$ cat src/rtl/led_display_pkg.sv
// Shared types and helpers for the LED index display: FSM states, difficulty codes, idle bar pattern.
// Pure declarations, no timing.
package led_display_pkg;

    typedef enum logic [1:0] {
        S_MODE  = 2'd0,
        S_RUN   = 2'd1,
        S_PAUSE = 2'd2,
        S_SWEEP = 2'd3
    } state_t;

    typedef enum logic [1:0] {
        MODE_NONE = 2'd0,
        MODE_LOW  = 2'd1,
        MODE_NORM = 2'd2,
        MODE_HIGH = 2'd3
    } mode_t;

    // Bits [n-4:3] set: a centred bar that leaves three dark LEDs at each end.
    function automatic logic [31:0] idle_pattern(input int n);
        idle_pattern = '0;
        for (int i = 3; i <= n - 4; i++) begin
            idle_pattern[i] = 1'b1;
        end
    endfunction

endpackage

$ cat src/rtl/tick_divider.sv
// Free-running divider with enable and clear; tick pulses for one cycle while cnt sits at DIV-1.
// Tick is combinational from the count and enable; clear only affects the next count value.
module tick_divider #(
    parameter int unsigned DIV = 2
) (
    input  logic clk,
    input  logic rst,
    input  logic en,
    input  logic clr,
    output logic tick
);

    localparam int unsigned CW = (DIV > 1) ? $clog2(DIV) : 1;
    localparam logic [CW-1:0] LAST = CW'(DIV - 1);

    logic [CW-1:0] cnt_q;

    assign tick = en && (cnt_q == LAST);

    always_ff @(posedge clk) begin
        if (rst || clr) begin
            cnt_q <= '0;
        end else if (en) begin
            cnt_q <= tick ? '0 : cnt_q + CW'(1);
        end
    end

endmodule

$ cat src/rtl/led_index_display.sv
// LED bar driver: mode bar when stopped, one-hot position when running, blinking position when paused.
// All outputs registered, one cycle after inputs are sampled; LED_INDEX_DISPLAY_SWEEP_EN adds a start-up sweep.
module led_index_display
    import led_display_pkg::*;
#(
    parameter int N_LEDS    = 16,
    parameter int IDX_W     = $clog2(N_LEDS),
    parameter int BLINK_DIV = 25_000_000,
    parameter int STEP_DIV  = 5_000_000
) (
    input  logic              clk,
    input  logic              rst,
    input  logic [IDX_W-1:0]  idx,
    input  logic              idx_valid,
    input  logic              start,
    input  logic              idle,
    input  logic [1:0]        mode,
    output logic [N_LEDS-1:0] led,
    output logic              sweeping
);

    localparam logic [31:0] IDLE_PAT = idle_pattern(N_LEDS);

    if (N_LEDS < 4 || N_LEDS > 32 || BLINK_DIV < 2 || STEP_DIV < 1) begin : g_param_check
        $error("led_index_display: parameter out of range");
    end

    state_t              state_q, state_d;
    logic [IDX_W-1:0]    pos_q, pos_d;
    logic                phase_q, phase_d;
    logic                blink_tick;
    logic [N_LEDS-1:0]   led_d;

    // An index beyond the bar shifts the single bit out, giving an all-dark display.
    function automatic logic [N_LEDS-1:0] one_hot(input logic [IDX_W-1:0] i);
        one_hot = N_LEDS'(1) << i;
    endfunction

    function automatic logic [N_LEDS-1:0] mode_bar(input logic [1:0] m);
        case (mode_t'(m))
            MODE_LOW:  mode_bar = N_LEDS'(3'b001);
            MODE_NORM: mode_bar = N_LEDS'(3'b011);
            MODE_HIGH: mode_bar = N_LEDS'(3'b111);
            default:   mode_bar = IDLE_PAT[N_LEDS-1:0];
        endcase
    endfunction

    tick_divider #(.DIV(BLINK_DIV)) u_blink (
        .clk  (clk),
        .rst  (rst),
        .en   (state_q == S_PAUSE),
        .clr  (state_d != S_PAUSE),
        .tick (blink_tick)
    );

`ifdef LED_INDEX_DISPLAY_SWEEP_EN
    logic [IDX_W-1:0] sweep_q, sweep_d;
    logic             step_tick;
    logic             sweep_done;

    tick_divider #(.DIV(STEP_DIV)) u_step (
        .clk  (clk),
        .rst  (rst),
        .en   (state_q == S_SWEEP),
        .clr  (state_d != S_SWEEP),
        .tick (step_tick)
    );

    assign sweep_done = step_tick && (sweep_q == IDX_W'(N_LEDS - 1));
    assign sweep_d    = (state_q != S_SWEEP) ? '0 : sweep_q + IDX_W'(step_tick);

    always_ff @(posedge clk) begin
        if (rst) begin
            sweep_q  <= '0;
            sweeping <= 1'b0;
        end else begin
            sweep_q  <= sweep_d;
            sweeping <= (state_d == S_SWEEP);
        end
    end
`else
    assign sweeping = 1'b0;
`endif

    always_comb begin
        state_d = state_q;
        pos_d   = idx_valid ? idx : pos_q;
        if (!start) begin
            state_d = S_MODE;
        end else begin
            case (state_q)
`ifdef LED_INDEX_DISPLAY_SWEEP_EN
                S_MODE:  state_d = S_SWEEP;
                S_SWEEP: if (sweep_done) state_d = idle ? S_PAUSE : S_RUN;
`else
                S_MODE:  state_d = idle ? S_PAUSE : S_RUN;
`endif
                S_RUN, S_PAUSE: state_d = idle ? S_PAUSE : S_RUN;
                default: state_d = S_MODE;
            endcase
        end

        // Phase is forced dark outside pause so every new pause starts with a full dark half-period.
        phase_d = (state_d == S_PAUSE) ? (phase_q ^ blink_tick) : 1'b0;

        case (state_d)
            S_MODE:  led_d = mode_bar(mode);
            S_RUN:   led_d = one_hot(pos_d);
            S_PAUSE: led_d = phase_d ? one_hot(pos_d) : '0;
`ifdef LED_INDEX_DISPLAY_SWEEP_EN
            S_SWEEP: led_d = one_hot(sweep_d);
`endif
            default: led_d = '0;
        endcase
    end

    always_ff @(posedge clk) begin
        if (rst) begin
            state_q <= S_MODE;
            pos_q   <= '0;
            phase_q <= 1'b0;
            led     <= '0;
        end else begin
            state_q <= state_d;
            pos_q   <= pos_d;
            phase_q <= phase_d;
            led     <= led_d;
        end
    end

endmodule

$ cat config.mk
export PLATFORM = sky130hd
export DESIGN_NAME = led_index_display
export DESIGN_NICKNAME = d
export VERILOG_FILES = /design/src/rtl/led_display_pkg.sv /design/src/rtl/tick_divider.sv /design/src/rtl/led_index_display.sv
export SDC_FILE = /design/constraint.sdc
export NUM_CORES = 1
export LEC_CHECK = 0
export CAP_MARGIN = 30
export CORE_ASPECT_RATIO = 0.75
export CORE_MARGIN = 1.5
export CORE_UTILIZATION = 57
export DETAILED_ROUTE_END_ITERATION = 6
export PLACE_DENSITY_LB_ADDON = 0.3
export SETUP_SLACK_MARGIN = 0.3
export SYNTH_ARGS = -nofsm -noshare
export SYNTH_HDL_FRONTEND = slang
export SYNTH_SLANG_ARGS = --single-unit
$ cat constraint.sdc
create_clock -name clk -period 5.7 [get_ports clk]
set_clock_uncertainty 0.2 [all_clocks]
set_input_delay 0.855 -clock clk [delete_from_list [all_inputs] [get_ports clk]]
set_output_delay 0.855 -clock clk [all_outputs]
set_load 0.005 [all_outputs]
==> metrics.txt <==
# TYPE chip_impl_metric gauge
chip_impl_metric{name="grt_pass1_vias",unit=""} 1360
chip_impl_metric{name="floorplan.die.width",unit="um"} 70.8
chip_impl_metric{name="static-leakage-power",unit="nW"} 0.830
chip_impl_metric{name="warnings_from_yosys",unit=""} 0
chip_impl_metric{name="combinational_share_of_power",unit="%"} 6.8
chip_impl_metric{name="diodes",unit=""} 0
chip_impl_metric{name="critical-path-max-stage-delay",unit="ps"} 710
chip_impl_metric{name="fp-row-count",unit=""} 18
chip_impl_metric{name="switching_share",unit="%"} 20.7
chip_impl_metric{name="viasPerCell",unit=""} 5.58
chip_impl_info{name="worstHoldPathType",value="reg2reg"} 1
chip_impl_metric{name="drcViolationCount",unit=""} 0
chip_impl_metric{name="synthArstFlopShare",unit="%"} 0
chip_impl_metric{name="synth.yosys.seq_area_share",unit="%"} 48.9
chip_impl_metric{name="synthesis.instances",unit=""} 217
chip_impl_metric{name="grt_overflow",unit=""} 0
chip_impl_metric{name="clk_transition_reported_paths",unit="ps"} 80
chip_impl_info{name="rsz0062_at_grt",value="no"} 1
chip_impl_metric{name="pin_count_of_the_biggest_net_entering_global_routing",unit=""} 22
chip_impl_metric{name="dr.pass1.iters",unit=""} 4
chip_impl_info{name="critical_path.startpoint_type",value="flop"} 1
chip_impl_metric{name="postSynthAreaPerCell",unit="um2"} 9.05
chip_impl_metric{name="globalRouteTotalUtil",unit="%"} 21.8
chip_impl_metric{name="drt_wl_total",unit="um"} 3750
chip_impl_metric{name="setup_viol_count_final",unit=""} 0
chip_impl_info{name="netlist_top_cells_area",value="dfxtp_1, xor2_1, nor2_1, nand2_1, o31ai_1"} 1
chip_impl_metric{name="global_placement_routability_congestion",unit=""} 0.829
chip_impl_metric{name="vdd_ir_drop_max",unit="mV"} 0.152
chip_impl_metric{name="cap_violations",unit=""} 0
chip_impl_metric{name="final-max-slew-violation-count",unit=""} 0
chip_impl_metric{name="cts_num_sinks",unit=""} 48
chip_impl_info{name="crit_type",value="reg2reg"} 1
chip_impl_metric{name="pwr-share-seq",unit="%"} 56.0
chip_impl_metric{name="post_cts_hold_buffer_count",unit=""} 0
chip_impl_info{name="timing.critical_path.slowest_stage_cell",value="or4_1"} 1
chip_impl_metric{name="timing_hold_violations_final",unit=""} 0
chip_impl_metric{name="detail-route-antenna-nets",unit=""} 0
chip_impl_metric{name="postCtsSetupRepairBufs",unit=""} 0
chip_impl_metric{name="fillers",unit=""} 264
chip_impl_info{name="synth_most_common_cell",value="dfxtp_1"} 1
chip_impl_info{name="synth_commonest_cells",value="dfxtp_1, nor2_1, nand2_1"} 1
chip_impl_metric{name="cp.arrival",unit="ps"} 2680
chip_impl_metric{name="synth_fp_nets",unit=""} 229
chip_impl_metric{name="finish.net_count",unit=""} 257
chip_impl_metric{name="slew-limit-headroom",unit="%"} 40.3
chip_impl_metric{name="synthesis.area",unit="um2"} 1960
chip_impl_metric{name="worst_slew_pin_slew",unit="ps"} 888
chip_impl_metric{name="floorplan.initialDensity",unit="%"} 59.7
chip_impl_metric{name="cts_repair_resize_count",unit=""} 0
chip_impl_metric{name="yosysUniqueCellTypes",unit=""} 36
chip_impl_metric{name="design_power_total",unit="mW"} 0.613
chip_impl_metric{name="minimum_clock_period_after_layout",unit="ps"} 2720
chip_impl_metric{name="routedWlPerCell",unit="um"} 13.2
chip_impl_info{name="timing.critical_path.to_type",value="flop"} 1
chip_impl_metric{name="route.vias.total",unit=""} 1584
chip_impl_metric{name="reg2reg_depth",unit=""} 6
chip_impl_info{name="outcome",value="finished clean"} 1
chip_impl_metric{name="placed_cells",unit=""} 278
chip_impl_info{name="cts_tree",value="done"} 1
chip_impl_metric{name="violation_count_after_the_first_detailed_route_iteration",unit=""} 71
chip_impl_metric{name="die_height",unit="um"} 53.8
chip_impl_metric{name="clk-insertion-delay-late",unit="ps"} 290
chip_impl_metric{name="final.setup.tns",unit="ps"} 0
chip_impl_metric{name="switching_power",unit="mW"} 0.127
chip_impl_metric{name="ctsLongestPathBuffers",unit=""} 2
chip_impl_metric{name="clock_power_share",unit="%"} 37.2
chip_impl_info{name="yosys_most_used_dff",value="dfxtp_1"} 1
chip_impl_info{name="crit_chain",value="ha_1 > and4b_1 > nand4_1 > or4_1 > nand3_1 > nor2_1"} 1
chip_impl_metric{name="yosys.area.top_type_share",unit="%"} 48.9
chip_impl_metric{name="hold_path_depth",unit=""} 2
chip_impl_metric{name="ys_seq_elements",unit=""} 48
chip_impl_metric{name="wire_length_of_the_first_global_routing_pass",unit="um"} 6320
chip_impl_metric{name="cts_htree_levels",unit=""} 2
chip_impl_metric{name="floorplan.core_area",unit="um2"} 3290
chip_impl_metric{name="whs",unit="ps"} 274
chip_impl_metric{name="design.portCount",unit=""} 28
chip_impl_info{name="synth_area_leader_cell",value="dfxtp_1"} 1
chip_impl_metric{name="layout-area-overhead-vs-synth",unit="%"} 19.3
chip_impl_metric{name="dp_hpwl",unit="um"} 2690
chip_impl_metric{name="layout.cell_area.non_filler",unit="um2"} 2340
chip_impl_metric{name="internal_power_consumption",unit="mW"} 0.486
chip_impl_metric{name="post-route-period-util",unit="%"} 47.8
chip_impl_metric{name="grt_antenna_before_repair",unit=""} 0
chip_impl_metric{name="power-per-cell-area",unit="nW/um2"} 261
chip_impl_metric{name="cts_buffers",unit=""} 5
chip_impl_metric{name="final_layout_size_suffix_gt1_share",unit="%"} 3.69
chip_impl_metric{name="instances_no_fill",unit=""} 284
chip_impl_metric{name="port_buffers",unit=""} 26
chip_impl_metric{name="die_area",unit="um2"} 3810
chip_impl_metric{name="detailed_place.area",unit="um2"} 2240
chip_impl_metric{name="maxClockFrequency",unit="MHz"} 367
chip_impl_info{name="clockRootBuffer",value="clkbuf_8"} 1
chip_impl_metric{name="synth_enable_flop_cells",unit=""} 0
chip_impl_metric{name="crit_fanout",unit=""} 21
chip_impl_metric{name="timing.critical_path.required",unit="ps"} 5660
-- sequential cells by signal, indices dropped and copies added (netlist names) --
register       count
state_q            2
led               16
u_blink.cnt_q     25
phase_q            1
pos_q              4
-- area by class of cell --
class                      instances  area, um2  share of cell area [%]
clock buffer                       5       68.8                    2.94
clock inverter                     1       30.0                    1.28
inverter                           3       11.3                   0.481
multi-input combinational        160        955                    40.7
sequential                        48        961                    41.0
tap                               40       50.0                    2.14
timing repair buffer              27        268                    11.4
-- worst max-delay path: cells and delay by family (launching register included) --
| family | cells | cell delay, ps |
|---|---|---|
| simple gates | 5 | 1820 |
| fa+ha+maj | 1 | 200 |
| flops | 1 | 380 |
-- path summary, 6_finish.rpt --
kind                    start          endpoint  slack (ps)
min          u_blink.cnt_q[1]  u_blink.cnt_q[1]         270
min reg2reg  u_blink.cnt_q[1]  u_blink.cnt_q[1]         270
max          u_blink.cnt_q[0]  u_blink.cnt_q[3]        2980
max reg2reg  u_blink.cnt_q[0]  u_blink.cnt_q[3]        2980
-- cells in the final DEF (no fill, tap or decap), drive strengths merged, types with 3 or more instances in the layout --
master         instances
clkdlybuf4s50         26
nor2                  38
and3                   4
xor2                  20
a21oi                  4
and4                   3
nor3                   5
mux2i                  4
nand3                 13
nand2                 24
o31ai                 12
nand2b                 3
inv                    3
dfxtp                 48
clkbuf                 5
nor4                   3
nand4                  8
xnor2                  4
-- stage by stage --
| stage | setup slack (ps) | util (%) |
|---|---|---|
| global placement | 2740 | 68.3 |
| detailed placement | 2670 | 68.3 |
| floorplan | 3330 | - |
| finish | 2980 | 71.3 |
| CTS | 2950 | 71.3 |
| global route | 2760 | 71.3 |
-- metal layers --
metal / GRT usage [%] / part of all wire [%] / wire (um)
met5: 0 / 0 / 0
met1: 31.5 / 52 / 1950
met4: 7.86 / 1.0 / 39
met3: 5.81 / 6.1 / 230
met2: 31.5 / 41 / 1530
-- cells by family (layout without fill, tap and decap cells) --
kind of cell / after synthesis / in the layout / share of synthesized area [%]
XOR/XNOR: 24 / 24 / 10.7
adder cells (fa/ha/maj): 1 / 1 / 0.637
AO/OA/AOI/OAI: 22 / 22 / 7.96
other: 1 / 1 / 0.191
flip-flops: 48 / 48 / 48.9
multiplexers: 5 / 5 / 3.25
buffers and inverters: 9 / 36 / 2.48
AND/OR/NAND/NOR: 107 / 107 / 25.9
-- power groups by stage --
stage / Sequential [mW] / Combinational (mW) / Clock (mW)
floorplan: 0.351 / 0.0216 / 0
global placement: 0.351 / 0.0404 / 0
detailed placement: 0.351 / 0.0409 / 0
CTS: 0.343 / 0.0413 / 0.234
global route: 0.344 / 0.0453 / 0.245
finish: 0.343 / 0.0418 / 0.228
Note: power is estimated with default switching activity, not from simulation.
